`src/rtl/shared_mem_pkg.sv`:
```
// Shared definitions for the shared data memory arbiter: FSM state encoding,
// default widths and a helper for sizing the hold counter.
package shared_mem_pkg;

    localparam int DEF_NUM_CORES = 4;
    localparam int DEF_ADDR_W    = 16;
    localparam int DEF_DATA_W    = 16;
    localparam int DEF_MAX_HOLD  = 8;

    // Arbiter ownership state: nobody, the host, or one core.
    typedef enum logic [1:0] {
        IDLE = 2'd0,
        HOST = 2'd1,
        CORE = 2'd2
    } arb_state_t;

    // Width of a counter that must reach max_hold-1 (at least one bit).
    function automatic int hold_width(input int max_hold);
        return (max_hold > 1) ? $clog2(max_hold) : 1;
    endfunction

endpackage

```
`src/rtl/rr_pick.sv`:
```
// Combinational round-robin picker: returns the first requester at or after
// ptr (wrapping at N) as a one-hot vector and as an index.
module rr_pick #(
    parameter  int N     = 4,
    localparam int IDX_W = (N > 1) ? $clog2(N) : 1
) (
    input  logic [N-1:0]     req,
    input  logic [IDX_W-1:0] ptr,
    output logic [N-1:0]     gnt,
    output logic [IDX_W-1:0] idx,
    output logic             any
);

    logic [IDX_W-1:0] cand;

    // ptr + off reduced modulo N; off never exceeds N-1.
    function automatic logic [IDX_W-1:0] wrap_add(input logic [IDX_W-1:0] base,
                                                   input int off);
        int sum;
        sum = int'(base) + off;
        if (sum >= N) sum = sum - N;
        return IDX_W'(sum);
    endfunction

    // Scan the candidates in priority order starting at ptr; first hit wins.
    always_comb begin
        gnt  = '0;
        idx  = '0;
        any  = 1'b0;
        cand = '0;
        for (int i = 0; i < N; i++) begin
            cand = wrap_add(ptr, i);
            if (!any && req[cand]) begin
                any       = 1'b1;
                idx       = cand;
                gnt[cand] = 1'b1;
            end
        end
    end

endmodule

```
`src/rtl/shared_mem_arbiter.sv`:
```
// Arbiter for the single-port shared data memory. The host has absolute
// priority; cores share the remaining bandwidth round-robin with a bounded
// hold time. Every hand-over passes through IDLE, giving one bubble cycle.
//
// Handshake: req is a level held for as long as the requester wants the
// memory. Each cycle in which a requester sees its gnt high while its req is
// high is exactly one memory access; for a read, that requester's rvalid is
// high on the following cycle together with rdata, whether or not it still
// owns the memory then.
module shared_mem_arbiter
    import shared_mem_pkg::*;
#(
    parameter int NUM_CORES = DEF_NUM_CORES,
    parameter int ADDR_W    = DEF_ADDR_W,
    parameter int DATA_W    = DEF_DATA_W,
    parameter int MAX_HOLD  = DEF_MAX_HOLD
) (
    input  logic                        clk,
    input  logic                        rst_n,
    input  logic                        host_req,
    input  logic                        host_we,
    input  logic [ADDR_W-1:0]           host_addr,
    input  logic [DATA_W-1:0]           host_wdata,
    output logic                        host_gnt,
    input  logic [NUM_CORES-1:0]        core_req,
    input  logic [NUM_CORES-1:0]        core_we,
    input  logic [NUM_CORES*ADDR_W-1:0] core_addr,
    input  logic [NUM_CORES*DATA_W-1:0] core_wdata,
    output logic [NUM_CORES-1:0]        core_gnt,
    output logic [NUM_CORES-1:0]        core_rvalid,
    output logic [DATA_W-1:0]           rdata,
    output logic                        host_rvalid,
    output logic [ADDR_W-1:0]           mem_addr,
    output logic                        mem_we,
    output logic [DATA_W-1:0]           mem_wdata,
    input  logic [DATA_W-1:0]           mem_rdata,
    output arb_state_t                  dbg_state
);

    localparam int IDX_W  = $clog2(NUM_CORES);
    localparam int HOLD_W = hold_width(MAX_HOLD);
    localparam logic [HOLD_W-1:0] HOLD_LAST = HOLD_W'(MAX_HOLD - 1);
    localparam logic [IDX_W-1:0]  LAST_IDX  = IDX_W'(NUM_CORES - 1);

    arb_state_t               state_q, state_d;
    logic [IDX_W-1:0]         owner_q, owner_d;
    logic [NUM_CORES-1:0]     owner_oh_q, owner_oh_d;
    logic [IDX_W-1:0]         rr_ptr_q, rr_ptr_d;
    logic [HOLD_W-1:0]        hold_q, hold_d;

    logic [NUM_CORES-1:0]     pick_gnt;
    logic [IDX_W-1:0]         pick_idx;
    logic                     pick_any;
    logic                     owner_req;
    logic                     others_req;

    rr_pick #(.N(NUM_CORES)) u_rr_pick (
        .req (core_req),
        .ptr (rr_ptr_q),
        .gnt (pick_gnt),
        .idx (pick_idx),
        .any (pick_any)
    );

    assign owner_req  = |(core_req & owner_oh_q);
    assign others_req = |(core_req & ~owner_oh_q);

    // State register: ownership, round-robin pointer and hold counter.
    always_ff @(posedge clk or negedge rst_n) begin
        if (!rst_n) begin
            state_q    <= IDLE;
            owner_q    <= '0;
            owner_oh_q <= '0;
            rr_ptr_q   <= '0;
            hold_q     <= '0;
        end else begin
            state_q    <= state_d;
            owner_q    <= owner_d;
            owner_oh_q <= owner_oh_d;
            rr_ptr_q   <= rr_ptr_d;
            hold_q     <= hold_d;
        end
    end

    // Next-state logic: host first, then round-robin core pick, bounded hold.
    always_comb begin
        state_d    = state_q;
        owner_d    = owner_q;
        owner_oh_d = owner_oh_q;
        rr_ptr_d   = rr_ptr_q;
        hold_d     = hold_q;
        case (state_q)
            IDLE: begin
                if (host_req) begin
                    state_d = HOST;
                end else if (pick_any) begin
                    state_d    = CORE;
                    owner_d    = pick_idx;
                    owner_oh_d = pick_gnt;
                    hold_d     = '0;
                end
            end
            HOST: begin
                if (!host_req) state_d = IDLE;
            end
            CORE: begin
                // Give up on: owner done, host preemption, or hold budget used
                // up while someone else waits. A lone requester keeps the grant.
                if (!owner_req || host_req || (hold_q == HOLD_LAST && others_req)) begin
                    state_d  = IDLE;
                    rr_ptr_d = (owner_q == LAST_IDX) ? '0 : owner_q + IDX_W'(1);
                    hold_d   = '0;
                end else if (hold_q != HOLD_LAST) begin
                    hold_d = hold_q + HOLD_W'(1);
                end
            end
            default: state_d = IDLE;
        endcase
    end

    // Outputs: grants decoded from registered state, memory mux from the owner.
    always_comb begin
        host_gnt  = (state_q == HOST);
        core_gnt  = (state_q == CORE) ? owner_oh_q : '0;
        mem_we    = 1'b0;
        mem_addr  = '0;
        mem_wdata = '0;
        if (host_gnt && host_req) begin
            mem_we    = host_we;
            mem_addr  = host_addr;
            mem_wdata = host_wdata;
        end
        for (int i = 0; i < NUM_CORES; i++) begin
            if (core_gnt[i] && core_req[i]) begin
                mem_we    = core_we[i];
                mem_addr  = core_addr[i*ADDR_W +: ADDR_W];
                mem_wdata = core_wdata[i*DATA_W +: DATA_W];
            end
        end
    end

    // Read-return flags follow the memory's one-cycle read latency.
    always_ff @(posedge clk or negedge rst_n) begin
        if (!rst_n) begin
            host_rvalid <= 1'b0;
            core_rvalid <= '0;
        end else begin
            host_rvalid <= host_gnt & host_req & ~host_we;
            core_rvalid <= core_gnt & core_req & ~core_we;
        end
    end

    assign rdata     = mem_rdata;
    assign dbg_state = state_q;

endmodule

```
`config.mk`:
```
export PLATFORM = sky130hd
export DESIGN_NAME = shared_mem_arbiter
export DESIGN_NICKNAME = d
export VERILOG_FILES = /design/src/rtl/shared_mem_pkg.sv /design/src/rtl/rr_pick.sv /design/src/rtl/shared_mem_arbiter.sv
export SDC_FILE = /design/constraint.sdc
export NUM_CORES = 1
export LEC_CHECK = 0
export CAP_MARGIN = 20
export CORE_AREA = 2 2 95 97
export CTS_CLUSTER_DIAMETER = 30
export DETAILED_ROUTE_END_ITERATION = 6
export DIE_AREA = 0 0 97 99
export PLACE_DENSITY_LB_ADDON = 0.05
export SLEW_MARGIN = 20
export SYNTH_ARGS = -nofsm -noshare
export SYNTH_HDL_FRONTEND = slang
export SYNTH_HIERARCHICAL = 1
export SYNTH_SLANG_ARGS = --single-unit
```
`constraint.sdc`:
```
create_clock -name clk -period 4.8 [get_ports clk]
set_clock_uncertainty 0.05 [all_clocks]
set_input_delay 0.96 -clock clk [delete_from_list [all_inputs] [get_ports clk]]
set_output_delay 0.96 -clock clk [all_outputs]
set_load 0.01 [all_outputs]
```
==> impl_metrics.env, run 1 <==
export IMPL_yosysWarnings=6
export IMPL_worstPathArrival_ps=3330
export IMPL_dieArea_mm2=0.00960
export IMPL_max_vdd_ir_drop_mv=0.296
export IMPL_cts_sinks=18
export IMPL_synthFlopType="dfrtp_1"
export IMPL_gr_max_usage_layer="met2"
export IMPL_muxShareOfSynthArea_pct=8.53
export IMPL_outcome="completed"
export IMPL_synthSimpleGateAreaFrac_pct=20.5
export IMPL_yosysMostFrequentCell="nor2_1"
export IMPL_drv_cap=0
export IMPL_wl_per_cell_um=22.4
export IMPL_stdcell_count=580
export IMPL_multiInputGateArea_mm2=0.00191
export IMPL_start_kind="input pin"
export IMPL_synth_nets=486
export IMPL_netlist_area_mm2=0.00270
export IMPL_crit_fanout=28
export IMPL_antenna_found_initial=0
export IMPL_synth_compound_area_share_pct=37.4
export IMPL_cts_root_buf="clkbuf_8"
export IMPL_viasPerCell=5.63
export IMPL_first_iter_violations=205
export IMPL_netlist_top_cells_count="nor2_1, nor3_1, a221o_1"
export IMPL_path_clk_slew_ps=70
export IMPL_yosys_area_top_type="dfrtp_1"
export IMPL_r2r_start="rr_ptr_q[0]"
export IMPL_synthDistinctLibCells=45
export IMPL_slew_viol_final=0
export IMPL_wl_mm=13.0
export IMPL_final_hold_viol_count=0
export IMPL_nets=669
export IMPL_synth_top_family_by_area="compound AO/OA/AOI/OAI gates"
export IMPL_worst_pin_slew_ps=793
export IMPL_antenna_cells=0
export IMPL_met3_usage_pct=8.30
export IMPL_post_cts_buffers=0
export IMPL_die_w_um=97
export IMPL_die_height_um=99
export IMPL_syn_inst=290
export IMPL_track_usage_pct=25.8
export IMPL_required_ps=3790
export IMPL_dr_pass1_iters=5
export IMPL_drc=0
export IMPL_post_route_period_util_pct=90.4
export IMPL_yosys_area_share_adder_pct=3.71
export IMPL_cts_max_path_buffers=2
export IMPL_fin_area_mm2=0.00485
export IMPL_hold_buffers=0
export IMPL_cts_buffers=3
export IMPL_synth_edf_count=0
export IMPL_num_io_pins=249
export IMPL_syn_avg_cell_area_um2=9.30
export IMPL_worstSetupStartpoint="core_req[0]"
export IMPL_via_count=3263
export IMPL_grt_max_degree=34
export IMPL_synth_xor_area_share_pct=0
export IMPL_min_path_type="flop to flop"
export IMPL_drive_gt1_share_pct=13.3
export IMPL_fillers=791
export IMPL_grt_pass1_vias=3356
export IMPL_syn_to_final_growth_pct=79.6
export IMPL_rsz0062_at_grt="no"
export IMPL_crit_type="input pin to output port"
export IMPL_async_flop_share_pct=100
export IMPL_routabilityCongestion=0.915
export IMPL_fin_hold_ws_ps=467
export IMPL_end_kind="output port"
export IMPL_placed_cell_area_mm2=0.00479
export IMPL_powerDensity_mw_per_mm2=285
export IMPL_rows=34
export IMPL_relSlewSlack_pct=47.0
export IMPL_dp_hpwl_mm=9.98
export IMPL_p_leak_uw=0.00180
export IMPL_synth_top_area_share_pct=16.7
export IMPL_clock_latency_ps=250
export IMPL_core_mm2=0.00855
export IMPL_period_needed_ps=4340
export IMPL_timing_setup_tns_ps=0
export IMPL_overflow=0
export IMPL_start_util_pct=31.5
export IMPL_cts_tree="built"
export IMPL_placed_cells=576
export IMPL_post_cts_resized=0
export IMPL_final_seq_area_um2=450
export IMPL_io_buffers=216
export IMPL_ys_seq_area_share_pct=16.7
export IMPL_min_delay_start="hold_q[2]"
export IMPL_ys_ff_latch=18
export IMPL_ant_nets=0
export IMPL_grt_pass1_wl_mm=19.8
export IMPL_synth_top_cells_by_area="dfrtp_1, a221oi_2, a221o_1"
export IMPL_h_tree_depth=1
export IMPL_fmax_mhz=230
export IMPL_use_met1_pct=33.7
export IMPL_use_met2_pct=43.2
export IMPL_setup_viol_count_final=0
## cells by family (layout without fill, tap and decap cells)
logic type	count (synthesis)	in the layout
and+or+nand+nor	104	104
DFF	18	18
muxes	16	16
AOI/OAI and AO/OA	94	94
buffers and inverters	50	232
adders and majority gates	8	8
## worst max-delay path: stages
cell and delay [ps]:
clkdlybuf4s50_1 600, and4b_2 440, buf_12 260, a221oi_2 100, nor3_1 200, a221o_1 190
clkdlybuf4s50_1 550
## per-layer routing
layer / wire length [um] / share of wire [%]
met1: 5220 / 40
met2: 6400 / 49
met3: 1270 / 9.8
met4: 67 / 0.52
met5: 0 / 0
## sequential cells by signal, indices dropped and copies added (netlist names)
name and flops:
dbg_state 2, owner_q 2, host_rvalid 1, hold_q 3, rr_ptr_q 2, owner_oh_q 4
core_rvalid 4
## per-stage QoR
step	utilization (%)	power, uW	setup slack, ps
finish	56.7	1380	460
global route	56.7	1480	248
CTS	56.7	1380	452
detailed placement	56.0	1250	490
global placement	56.0	1230	521
floorplan	-	859	1750
## path summary, 6_finish.rpt
kind	to	slack, ps	depth (start not counted)
min	hold_q[2]	470	1
min reg2reg	hold_q[2]	470	1
max reg2reg	owner_q[1]	1860	8
max in group asynchronous	hold_q[1]	3090	1
max	mem_wdata[14]	460	7
min in group asynchronous	owner_oh_q[2]	1120	1
## power breakdown
| group | switching (uW) | internal (uW) |
|---|---|---|
| clock network | 49.2 | 72.8 |
| logic | 436 | 555 |
| registers | 75.8 | 190 |
| total | 561 | 818 |
## cell usage in the layout (no fill, tap or decap), types with 8 or more instances in the layout
master,count
a221o_1,33
nor3_1,35
nor2_1,38
nor2b_1,10
ha_1,8
clkdlybuf4s50_1,216
dfrtp_1,18
a22oi_1,10
a221oi_2,29
mux2_2,10
## final cells by class
type                            instances  area share (%)
Clock buffer                            4            1.14
Inverter                                4           0.310
Multi-Input combinational cell        222            39.3
Sequential cell                        18            9.30
Tap cell                              108            2.79
Timing Repair Buffer                  224            47.1
No activity file was read; power rests on OpenSTA's default activity.
==> inputs of run 2 (changes only) <==
- CORE_AREA: 2 2 95 97 -> default
- CORE_MARGIN: default -> 5
- CORE_UTILIZATION: default -> 34
- DIE_AREA: 0 0 97 99 -> default
==> run 2 against run 1 <==
Clock power down 18%. Sequential share of layout area up 0.075 points. Clock-buffer cell count down 1. Combinational power down 2%. Die area up 2.2%. Design area down 0.80%. Setup slack better by 130 ps. Sequential cell count unchanged. Highest routed layer unchanged. Global-route usage down 1.7 points. Hold slack worse by 8.2 ps. Non-clock buffer count up 1. Final cell count down 1.0%.
==> impl_metrics.env, run 2 (synthesis gave the netlist of run 1 again) <==
export IMPL_die_height_um=99.1
export IMPL_reg_top3="core_rvalid x4, owner_oh_q x4, hold_q x3"
export IMPL_wl_mm=12.9
export IMPL_final_util_pct=62.2
export IMPL_rows=32
export IMPL_drv_cap=0
export IMPL_overflow=0
export IMPL_rsz0062_at_grt="no"
export IMPL_path_clk_slew_ps=60
export IMPL_cp_cell_sequence="clkdlybuf4s50_1 > and4b_2 > buf_12 > a221oi_1 > nor3_1 > a221o_1 > clkdlybuf4s50_1"
export IMPL_hold_buffers=0
export IMPL_fmax_mhz=238
export IMPL_cp_num_cells=7
export IMPL_post_route_period_util_pct=87.7
export IMPL_h_tree_depth=1
export IMPL_p_seq_share_pct=19.9
export IMPL_dieArea_mm2=0.00982
export IMPL_grt_pass1_wl_mm=19.1
export IMPL_cpPeakStageDelay_ps=520
export IMPL_r2r_cells=8
export IMPL_r2r_start="rr_ptr_q[0]"
export IMPL_cts_tree="built"
export IMPL_worstPathArrival_ps=3200
export IMPL_swShare_pct=40.5
export IMPL_cts_root_buf="clkbuf_8"
export IMPL_holdPathEnd="hold_q[1]"
export IMPL_mostFrequentLayoutCell="clkdlybuf4s50_1"
export IMPL_slowest_stage="clkdlybuf4s50_1"
export IMPL_syn_to_final_growth_pct=78.2
export IMPL_wl_per_cell_um=22.4
export IMPL_antenna_found_initial=0
export IMPL_worstSetupStartpoint="core_req[0]"
export IMPL_drc=0
export IMPL_viasPerCell=5.69
export IMPL_internal_power_uw=797
export IMPL_r2r_end="owner_oh_q[2]"
export IMPL_dp_hpwl_mm=10.0
export IMPL_powerDensity_mw_per_mm2=279
export IMPL_post_cts_buffers=0
export IMPL_grt_pass1_vias=3179
export IMPL_grt_max_degree=35
export IMPL_ant_nets=0
export IMPL_final_hold_viol_count=0
export IMPL_crit_type="input pin to output port"
export IMPL_placed_cell_area_mm2=0.00477
export IMPL_period_needed_ps=4210
export IMPL_clock_latency_ps=250
export IMPL_cpLargestDelayFamily="buffers and inverters"
export IMPL_dr_pass1_iters=4
export IMPL_min_path_cells=1
export IMPL_pwr_share_comb_pct=72.6
export IMPL_core_mm2=0.00773
export IMPL_antenna_cells=0
export IMPL_fillers=646
export IMPL_crit_top_cell="clkdlybuf4s50_1"
export IMPL_num_io_pins=249
export IMPL_start_util_pct=34.9
export IMPL_worst_pin_slew_ps=829
export IMPL_crit_fanout=34
export IMPL_io_buffers=216
export IMPL_cts_buffers=3
export IMPL_nets=670
export IMPL_slew_viol_final=0
export IMPL_post_cts_resized=0
export IMPL_fin_hold_ws_ps=459
export IMPL_p_switching_uw=543
export IMPL_die_w_um=99.1
export IMPL_start_kind="input pin"
export IMPL_regToRegSetupSlack_ps=1840
export IMPL_crit_buf_inv=3
export IMPL_track_usage_pct=24.1
export IMPL_relSlewSlack_pct=44.6
export IMPL_min_path_type="flop to flop"
export IMPL_fin_area_mm2=0.00481
export IMPL_p_leak_uw=0.00179
export IMPL_routabilityCongestion=0.873
export IMPL_via_count=3264
export IMPL_final_cell_mix="clkdlybuf4s50_1, nor2_1, nor3_1"
export IMPL_first_iter_violations=163
export IMPL_power_share_clock_pct=7.5
export IMPL_max_vdd_ir_drop_mv=0.277
export IMPL_cts_max_path_buffers=2
export IMPL_timing_setup_tns_ps=0
export IMPL_outcome="completed"
export IMPL_min_delay_start="hold_q[1]"
export IMPL_drive_gt1_share_pct=13.3
export IMPL_setup_viol_count_final=0
export IMPL_cts_sinks=18
export IMPL_required_ps=3790
export IMPL_end_kind="output port"
run 2: final cells by class:
class,count,area (um2),share of cell area [%]
inverters,4,15.0,0.312
flip-flops and latches,18,450,9.37
clock buffers,3,41.3,0.859
repair buffers,225,2270,47.2
well taps,102,128,2.65
multi-input cells,222,1910,39.6
run 2: worst max path at each step:
stage               slack [ps]      endpoint
floorplan                 1750  mem_addr[10]
global placement           640  mem_addr[14]
detailed placement         590  mem_addr[14]
CTS                        600  mem_addr[14]
global route               500  mem_wdata[0]
finish                     590  mem_addr[14]
run 2: routing by layer:
layer,global-route usage [%],share of wire [%],wire length (um)
met5,0,0,0
met1,31.0,40,5140
met4,5.36,2.3,291
met2,38.9,47,6100
met3,8.28,10,1330
run 2: power by group through the flow:
stage / combinational [uW] / sequential [uW] / clock, uW
6_report: 973 / 267 / 100
2_1_floorplan: 629 / 230 / 0
3_3_place_gp: 955 / 265 / 0
3_5_place_dp: 964 / 269 / 0
4_1_cts: 974 / 266 / 104
5_1_grt: 1040 / 277 / 109
run 2: metrics by stage:
| step | std cells | worst slack [ps] | total power (uW) |
|---|---|---|---|
| 6_report | 574 | 591 | 1340 |
| 5_1_grt | 574 | 503 | 1430 |
| 4_1_cts | 574 | 595 | 1340 |
| 3_5_place_dp | 571 | 588 | 1230 |
| 3_3_place_gp | 571 | 640 | 1220 |
| 2_1_floorplan | 290 | 1750 | 859 |
==> inputs of run 3 (changes only) <==
- CORE_UTILIZATION: 34 -> 29
- clock period: 4.8 -> 3.8 ns (I/O delays scaled with it)
==> run 3 against run 2 <==
Register-to-register slack worse by 870 ps. Utilization fell by 8.0 points. Power is 29% higher. Highest routed layer unchanged. Sequential cell count unchanged. Critical path type unchanged. Global-route usage shrank 2.6 points.
==> impl_metrics.env, run 3 (synthesis gave the netlist of run 1 again) <==
export IMPL_outcome="completed"
export IMPL_overflow=0
export IMPL_final_hold_viol_count=0
export IMPL_slew_viol_final=0
export IMPL_crit_type="input pin to output port"
export IMPL_holdPathEnd="hold_q[2]"
export IMPL_dr_pass1_iters=4
export IMPL_swShare_pct=39.8
export IMPL_h_tree_depth=1
export IMPL_num_io_pins=249
export IMPL_internal_power_uw=1040
export IMPL_hold_buffers=0
export IMPL_nets=679
export IMPL_antenna_cells=0
export IMPL_powerDensity_mw_per_mm2=350
export IMPL_r2r_cells=8
export IMPL_die_height_um=106
export IMPL_core_mm2=0.00915
export IMPL_p_switching_uw=690
export IMPL_cts_sinks=18
export IMPL_via_count=3248
export IMPL_post_cts_buffers=0
export IMPL_die_w_um=106
export IMPL_required_ps=2990
export IMPL_fillers=805
export IMPL_fmax_mhz=274
export IMPL_drv_cap=0
export IMPL_dieArea_mm2=0.0113
export IMPL_rows=35
export IMPL_p_seq_share_pct=19.4
export IMPL_crit_fanout=12
export IMPL_worst_pin_slew_ps=796
export IMPL_viasPerCell=5.48
export IMPL_r2r_start="rr_ptr_q[0]"
export IMPL_pwr_share_comb_pct=71.5
export IMPL_rsz0062_at_grt="no"
export IMPL_path_clk_slew_ps=70
export IMPL_power_share_clock_pct=9.1
export IMPL_final_cell_mix="clkdlybuf4s50_1, nor2_1, nor3_1"
export IMPL_p_leak_uw=0.00186
export IMPL_min_delay_start="hold_q[2]"
export IMPL_max_vdd_ir_drop_mv=0.378
export IMPL_post_route_period_util_pct=96.1
export IMPL_min_path_cells=1
export IMPL_reg_top3="core_rvalid x4, owner_oh_q x4, hold_q x3"
export IMPL_grt_pass1_vias=3380
export IMPL_mostFrequentLayoutCell="clkdlybuf4s50_1"
export IMPL_wl_mm=13.0
export IMPL_min_path_type="flop to flop"
export IMPL_track_usage_pct=21.5
export IMPL_grt_pass1_wl_mm=19.4
export IMPL_drc=0
export IMPL_io_buffers=216
export IMPL_placed_cells=589
export IMPL_cts_tree="built"
export IMPL_cts_root_buf="clkbuf_8"
export IMPL_r2r_end="owner_q[1]"
export IMPL_dp_hpwl_mm=10.4
export IMPL_cts_max_path_buffers=2
export IMPL_regToRegSetupSlack_ps=970
export IMPL_post_cts_resized=0
export IMPL_start_kind="input pin"
export IMPL_setup_slack_ps=149
export IMPL_syn_to_final_growth_pct=84.0
export IMPL_start_util_pct=29.5
export IMPL_relSlewSlack_pct=46.7
export IMPL_p_total_uw=1730
export IMPL_drive_gt1_share_pct=15.1
export IMPL_timing_setup_tns_ps=0
export IMPL_post_place_ws_ps=145
export IMPL_setup_viol_count_final=0
export IMPL_ant_nets=0
export IMPL_first_iter_violations=147
export IMPL_stdcell_count=593
export IMPL_cts_buffers=3
export IMPL_final_seq_area_um2=450
export IMPL_grt_max_degree=35
export IMPL_end_kind="output port"
export IMPL_multiInputGateArea_mm2=0.00191
export IMPL_wl_per_cell_um=21.9
export IMPL_worstPathArrival_ps=2840
export IMPL_antenna_found_initial=0
export IMPL_period_needed_ps=3650
export IMPL_clock_latency_ps=260
export IMPL_routabilityCongestion=0.799
run 3: changes by cell type in the layout (fill, tap and decap cells not counted), sizes merged:
cell    previous run  this run
buf                9        18
clkbuf             3         4
run 3: power groups by stage:
| stage | Sequential, uW | Combinational, uW | Clock, uW |
|---|---|---|---|
| after floorplan | 291 | 795 | 0 |
| after global placement | 337 | 1230 | 0 |
| after detailed placement | 339 | 1240 | 0 |
| after CTS | 335 | 1250 | 162 |
| after global routing | 350 | 1340 | 168 |
| final | 336 | 1240 | 159 |
run 3: layout make-up:
type | instances | area share, %
Inverter | 4 | 0.303
Timing Repair Buffer | 234 | 48.3
Sequential cell | 18 | 9.08
Tap cell | 111 | 2.80
Clock buffer | 4 | 1.11
Multi-Input combinational cell | 222 | 38.4
run 3: worst max-delay path by stage:
stage                     slack (ps)   startpoint  cells past startpoint             to
after CTS                        150  core_req[0]                      7   mem_wdata[6]
after floorplan                 1150  core_req[0]                      6   mem_addr[10]
after global routing              20  core_req[2]                      7    mem_addr[6]
after global placement           150  core_req[0]                      7  mem_wdata[14]
final                            150  core_req[0]                      7  mem_wdata[14]
after detailed placement         150  core_req[0]                      7   mem_wdata[6]
run 3: layer usage:
layer / track usage, % / part of all wire [%] / vias to the layer above
met5: 0 / 0 / -
met4: 4.66 / 2.0 / 0
met3: 5.65 / 7.2 / 20
met2: 38.6 / 51 / 135
met1: 25.7 / 40 / 1552
li1: - / - / 1541
run 3: worst max-delay path: stages:
cell and delay, ps:
clkdlybuf4s50_1 420, and4b_2 280, buf_4 210, a221oi_2 300
nor3_1 90, a221o_1 280, clkdlybuf4s50_1 490
run 3: metrics by stage:
stage	hold slack, ps	utilization [%]	area (um2)
floorplan	414	-	2700
global placement	439	53.6	4910
detailed placement	446	53.6	4910
CTS	462	54.2	4960
global route	500	54.2	4960
finish	462	54.2	4960
